===== src/rtl/product_accumulator.sv =====
// Batch accumulator for the signed multiplier's product stream: sums `len` products into a
// wide accumulator and pulses acc_valid at the end. Define ACC_SATURATE_EN to clamp on overflow.
module product_accumulator #(
    parameter int PROD_W = 64,
    parameter int ACC_W  = 72,
    parameter int CNT_W  = 8
) (
    input  logic              clk,
    input  logic              reset,
    input  logic              en,
    input  logic              start,
    input  logic [CNT_W-1:0]  len,
    input  logic [PROD_W-1:0] prod,
    input  logic              prod_valid,
    output logic              prod_ready,
    output logic [ACC_W-1:0]  acc,
    output logic              acc_valid,
    output logic              busy,
    output logic [CNT_W-1:0]  count,
    output logic              overflow
);

    localparam logic [1:0] IDLE  = 2'd0;
    localparam logic [1:0] ACCUM = 2'd1;
    localparam logic [1:0] DONE  = 2'd2;

    logic [1:0]               state, state_nxt;
    logic [CNT_W-1:0]         len_q;
    logic [CNT_W-1:0]         count_inc;
    logic signed [PROD_W-1:0] prod_s;
    logic signed [ACC_W-1:0]  prod_ext;
    logic signed [ACC_W-1:0]  acc_s;
    logic signed [ACC_W-1:0]  sum;
    logic [ACC_W-1:0]         acc_add;
    logic                     add_ovf;
    logic                     xfer;

    assign prod_s     = prod;
    assign prod_ext   = ACC_W'(prod_s);
    assign acc_s      = acc;
    assign sum        = acc_s + prod_ext;
    assign count_inc  = count + 1'b1;
    assign prod_ready = (state == ACCUM) && en;
    assign xfer       = prod_ready && prod_valid;
    assign busy       = (state != IDLE);

    // Overflow only when both operands share a sign and the result's sign differs.
    assign add_ovf = (acc_s[ACC_W-1] == prod_ext[ACC_W-1]) && (sum[ACC_W-1] != acc_s[ACC_W-1]);

`ifdef ACC_SATURATE_EN
    always_comb begin
        acc_add = sum;
        if (add_ovf)
            acc_add = acc_s[ACC_W-1] ? {1'b1, {(ACC_W-1){1'b0}}} : {1'b0, {(ACC_W-1){1'b1}}};
    end
`else
    assign acc_add = sum;
`endif

    always_comb begin
        state_nxt = state;
        case (state)
            IDLE:    if (start) state_nxt = (len == '0) ? DONE : ACCUM;
            ACCUM:   if (xfer && (count_inc == len_q)) state_nxt = DONE;
            DONE:    state_nxt = IDLE;
            default: state_nxt = IDLE;
        endcase
    end

    always_ff @(posedge clk or negedge reset) begin
        if (!reset) begin
            state     <= IDLE;
            acc       <= '0;
            acc_valid <= 1'b0;
            count     <= '0;
            overflow  <= 1'b0;
            len_q     <= '0;
        end else if (en) begin
            state     <= state_nxt;
            acc_valid <= (state_nxt == DONE);
            if ((state == IDLE) && start) begin
                acc      <= '0;
                count    <= '0;
                overflow <= 1'b0;
                len_q    <= len;
            end else if (xfer) begin
                acc   <= acc_add;
                count <= count_inc;
                if (add_ovf)
                    overflow <= 1'b1;
            end
        end
    end

endmodule


===== config.mk =====
export PLATFORM = sky130hd
export DESIGN_NAME = product_accumulator
export DESIGN_NICKNAME = d
export VERILOG_FILES = /design/src/rtl/product_accumulator.sv
export SDC_FILE = /design/constraint.sdc
export NUM_CORES = 1
export LEC_CHECK = 0
export BUFFER_PORTS_ARGS = -buffer_cell sky130_fd_sc_hd__buf_2
export CAP_MARGIN = 20
export CORE_UTILIZATION = 60
export DETAILED_ROUTE_END_ITERATION = 8
export GPL_TIMING_DRIVEN = 0
export PLACE_DENSITY = 0.87
export SYNTH_ARGS = -nofsm -noshare
export SYNTH_HDL_FRONTEND = slang
export SYNTH_SLANG_ARGS = --single-unit
export TNS_END_PERCENT = 20

===== constraint.sdc =====
create_clock -name clk -period 7.1 [get_ports clk]
set_clock_uncertainty 0.15 [all_clocks]
set_input_delay 1.42 -clock clk [delete_from_list [all_inputs] [get_ports clk]]
set_output_delay 1.42 -clock clk [all_outputs]
set_load 0.02 [all_outputs]

# After elaboration in Yosys (flattened, before gate mapping)
# Cells that the tools add are included.
dict set report word_totals {
  wordCells 37
  ff_bits 92
}
dict set report op_classes {
  reduce_logical 13
  n_eq_ne 5
  addsub 2
  n_mux 11
}
# op n
set op_table {}
lappend op_table {{$mux 72} 2}
lappend op_table {{$add 72x64->72} 1}
lappend op_table {{$mux 8} 2}
lappend op_table {{$add 8x1->8 const B} 1}
lappend op_table {{$eq 8x8->1} 1}
lappend op_table {{$logic_not 8->1} 1}
lappend op_table {{$mux 2} 3}
lappend op_table {{$reduce_bool 2->1} 3}
lappend op_table {{$logic_and 1x1->1} 5}
lappend op_table {{$pmux 2 s2} 1}
lappend op_table {{$reduce_and 2->1} 2}
lappend op_table {{$mux 1} 3}
lappend op_table {{$reduce_and 3->1} 1}
lappend op_table {{$eq 2x1->1 const B} 1}
lappend op_table {{$eq 2x2->1 const B} 1}
lappend op_table {{$logic_not 2->1} 1}
lappend op_table {{$eq 1x1->1} 1}
lappend op_table {{$ne 1x1->1} 1}

# Logic depth before layout (Yosys ltp)
dict set report depth {
  word_depth 7
  ltp_mapped 13
  depth_no_buf 13
}

# Worst setup path after synthesis
# No wires, ideal clock.
dict set report synth_timing {
  kind {input to register}
  startpoint {in prod[13]}
  endpoint {reg acc[65]}
  required_time_ns 6.826
  arrival_time_ns 3.852
  setup_slack_ns 2.974
  path_buffers 1
  cell_stages 12
  setup_ns 0.124
  cell_sequence {ha_1 -> buf_2 -> and4_1 -> nand2_1 -> a211oi_2 -> a211oi_1 -> a211o_1 -> o31a_1 -> o31ai_4 -> a41o_1 -> nor4_1 -> a211o_1}
}
dict set report synth_between {
  elab_chain_len 3
}
# element line
set synth_lines {}
lappend synth_lines {{start: declaration} 13} ;# input logic [PROD_W-1:0] prod,
lappend synth_lines {{$add 72x64->72} 41} ;# assign sum = acc_s + prod_ext;
lappend synth_lines {{$mux 72} 86} ;# end else if (xfer) begin
lappend synth_lines {{$mux 72} 81} ;# if ((state == IDLE) && start) begin
lappend synth_lines {{end signal: assignment} 73} ;# acc <= '0;
lappend synth_lines {{end signal: assignment} 82} ;# acc <= '0;
lappend synth_lines {{end signal: assignment} 87} ;# acc <= acc_add;
lappend synth_lines {{end: declaration} 16} ;# output logic [ACC_W-1:0] acc,
# No other way between the ends. The select of a mux whose other input is x is not followed.
# A chain may end at the register's enable or synchronous reset.

# Worst setup path after layout
dict set report layout_timing {
  startpoint {in prod[0]}
  endpoint {reg acc[68]}
}
# The elaborated chain is that of the path after synthesis.

==> impl_metrics.py <==
metrics = {
    "yosys": {
        "yosys.area_share.adder_pct": 11.73,
        "yosysMostFrequentCell": "o21ai_0",
        "syn-cell-area_um2": 7854,
        "yosysWarnings": 0,
        "synthArstFlopShare_pct": 100.0,
        "syn_area_per_cell_um2": 8.088,
        "synth_fp_nets": 1121,
        "synth-seq-cells": 92,
        "ys_seq_area_share_pct": 29.31,
        "synth_cell_type_count": 59,
        "synth_top_area_cell": "dfrtp_1",
        "synth_simple_gate_area_share_pct": 17.44,
        "synth-xor-area-share_pct": 8.698,
        "synthTopCellsByCount": "o21ai_0 (126), nand2_1 (97), dfrtp_1 (92), a21oi_1 (85), ha_1 (72)",
        "synth_edf_count": 0,
        "yosys-top-cells-area": "dfrtp_1 (29%), ha_1 (11%), o21ai_0 (8.0%), a21oi_1 (5.4%), xnor2_1 (5.2%)",
        "synth_mux_area_share_pct": 1.402,
        "synth_compound_area_share_pct": 27.43,
        "synth_top_family_by_area": "compound AO/OA/AOI/OAI gates",
        "synth_ff_type": "dfrtp_1",
        "synthCells": 971,
        "yosys.area.top_type_share_pct": 29.31,
    },
    "power_and_ir_drop": {
        "p_sw_share_pct": 50.58,
        "p_clk_share_pct": 11.6,
        "powerDensity_nw_per_um2": 466.1,
        "p_comb_share_pct": 65.9,
        "intPower_w": 0.002120,
        "p_leak_nw": 4.410,
        "ir_drop_uv": 220.1,
        "seqPwrFrac_pct": 22.5,
        "power.net_switching_w": 0.002170,
    },
    "floorplanning": {
        "io_pins": 161,
        "rows": 41,
        "die_h_um": 116.4,
        "dieArea_um2": 13550,
        "initial_core_util_pct": 61.98,
        "coreArea_um2": 12670,
        "die_w_um": 116.4,
    },
    "timing": {
        "tightest_slew_ns": 0.7137,
        "hold_slack_ns": 0.3612,
        "setup-violations-final": 0,
        "final_max_slew_viol_count": 0,
        "finalCriticalPeriod_ns": 4.841,
        "rsz0062_at_grt": "no",
        "setup_ws_ns": 2.259,
        "finalSetupTns_ns": 0,
        "fmax_ghz": 0.2066,
        "fin_crit_sh_pct": 68.18,
        "hold_viol": 0,
        "slew_headroom_pct": 51.79,
    },
    "worst_hold_path": {
        "hold_class": "reg -> reg",
        "hold_path_depth": 2,
    },
    "global_route": {
        "grt_overflow_total": 0,
        "grt_usage_pct": 33.30,
        "grt_pass1_wl_mm": 35.25,
        "antenna_found_initial": 0,
        "grt_pass1_vias": 7472,
        "grt_max_degree": 69,
    },
    "clock_network": {
        "cts_resized": 0,
        "cts_made_buffers": 9,
        "cts_hold_buffers": 0,
        "cts_tree": "done",
        "htreeDepth": 3,
        "clkLatencyLatePin_ns": 0.36,
        "clock_path_buffers": 2,
        "cts.clk_slew.worst_paths_ns": 0.07,
        "cts_num_sinks": 92,
        "cts_root_buf": "clkbuf_16",
        "post_cts_buffers": 0,
    },
    "drt": {
        "drt-initial-drc-count": 667,
        "firstDrtPassIters": 7,
        "vias": 8093,
        "drc": 0,
        "viasPerCell": 6.131,
        "drtAntennaViolNets": 0,
        "wl_per_cell_um": 16.65,
        "routed_wl_mm": 21.98,
    },
    "worst_setup_path": {
        "r2r_cells": 13,
        "worstPathArrival_ns": 4.92,
        "cp-start-kind": "input port",
        "crit_fanout": 4,
        "critical_path_required_ns": 7.18,
        "crit_type": "in -> reg",
        "endpoint_kind": "register",
    },
    "placed_design": {
        "place_hpwl_mm": 16.98,
        "routabilityCongestion": 0.9657,
        "place_ws_ns": 1.994,
        "dp_cells": 1304,
        "port_buffers": 160,
    },
    "flow_run": {
        "drv_cap": 0,
    },
    "final_layout": {
        "fin_cells": 1320,
        "synthToLayoutAreaGrowth_pct": 17.19,
        "post-route-util_pct": 72.64,
        "diodes": 0,
        "drive_gt1_share_pct": 16.64,
        "fill_cells": 1077,
        "nNetsFinal": 1293,
    },
    "status": {
        "status": "complete, no violations",
    },
}
through the flow:
stage	power, W	area [µm²]
4_1_cts	0.004257	9204
6_report	0.004290	9204
3_3_place_gp	0.003669	8870
2_1_floorplan	0.003015	7854
3_5_place_dp	0.003741	8900
5_1_grt	0.004651	9204
power groups by stage:
stage	Combinational (W)	Clock, W	Sequential (W)
2_1_floorplan	0.00183	0	0.00118
3_3_place_gp	0.00271	0	0.000963
3_5_place_dp	0.00277	0	0.000973
4_1_cts	0.00279	0.000502	0.000965
5_1_grt	0.00313	0.000525	0.000997
6_report	0.00283	0.000496	0.000967
critical path: stages:
cell      delay (ns)
buf_2           0.10
ha_1            0.23
inv_1           0.08
fa_1            0.21
nor2b_1         0.07
o311a_1         0.34
o31ai_1         0.33
o221ai_1        0.27
a31oi_1         0.51
o21ai_1         0.28
a41oi_1         0.52
o21ai_0         0.22
xnor2_1         0.22
o21ai_0         0.10
cell type report:
class	instances	area (µm²)	share of cell area (%)
sequential	92	2302	25.01
timing repair buffer	161	830.8	9.027
buffer	58	219.0	2.379
tap	172	215.2	2.338
clock buffer	10	239.0	2.597
inverter	25	93.84	1.020
clock inverter	6	65.06	0.7069
multi-input combinational	796	5239	56.92
placed cells by master (no fill, tap or decap), types with 16 or more instances in the layout:
cell,synthesis,layout
a21o_1,39,39
nor2_1,32,32
nand3_1,70,70
o21a_1,16,16
nand4_1,18,18
dfrtp_1,92,92
o21ai_0,126,126
clkbuf_1,54,54
xnor2_1,47,47
inv_1,25,25
buf_2,1,160
nand2_1,97,97
a21oi_1,85,85
o21bai_1,16,16
xor2_1,31,31
ha_1,72,72
state kept, by name, summed over array words and instances, names as in the netlist:
register and cells:
acc 72, count 8, overflow 1, len_q 8, acc_valid 1, state 2
routing by layer:
| metal | vias to the layer above | wire length, µm | share of wire [%] | GRT usage, % |
|---|---|---|---|---|
| met5 | - | 0 | 0 | 0 |
| met4 | 0 | 652 | 3.0 | 13.85 |
| met3 | 54 | 1500 | 6.8 | 4.359 |
| met2 | 333 | 10280 | 47 | 55.50 |
| met1 | 3799 | 9547 | 43 | 43.59 |
| li1 | 3907 | - | - | - |
final timing paths:
kind                            slack (ns)            startpoint              endpoint
worst max-delay path                  2.26               prod[0]   acc[68]$_DFFE_PN0P_
max in group asynchronous             5.32                 reset   acc[60]$_DFFE_PN0P_
worst max register to register        3.02    acc[0]$_DFFE_PN0P_   acc[68]$_DFFE_PN0P_
min in group asynchronous             0.81                 reset   acc[17]$_DFFE_PN0P_
worst min register to register        0.36  overflow$_DFFE_PN0P_  overflow$_DFFE_PN0P_
worst min-delay path                  0.36  overflow$_DFFE_PN0P_  overflow$_DFFE_PN0P_
kinds of logic after synthesis:
family / Yosys count
AOI/OAI and AO/OA: 352
and+or+nand+nor: 283
DFF: 92
buffers and inverters: 83
xor gates and xnor gates: 78
adders and majority gates: 73
muxes: 10
Power figures use the tool's default switching activity.
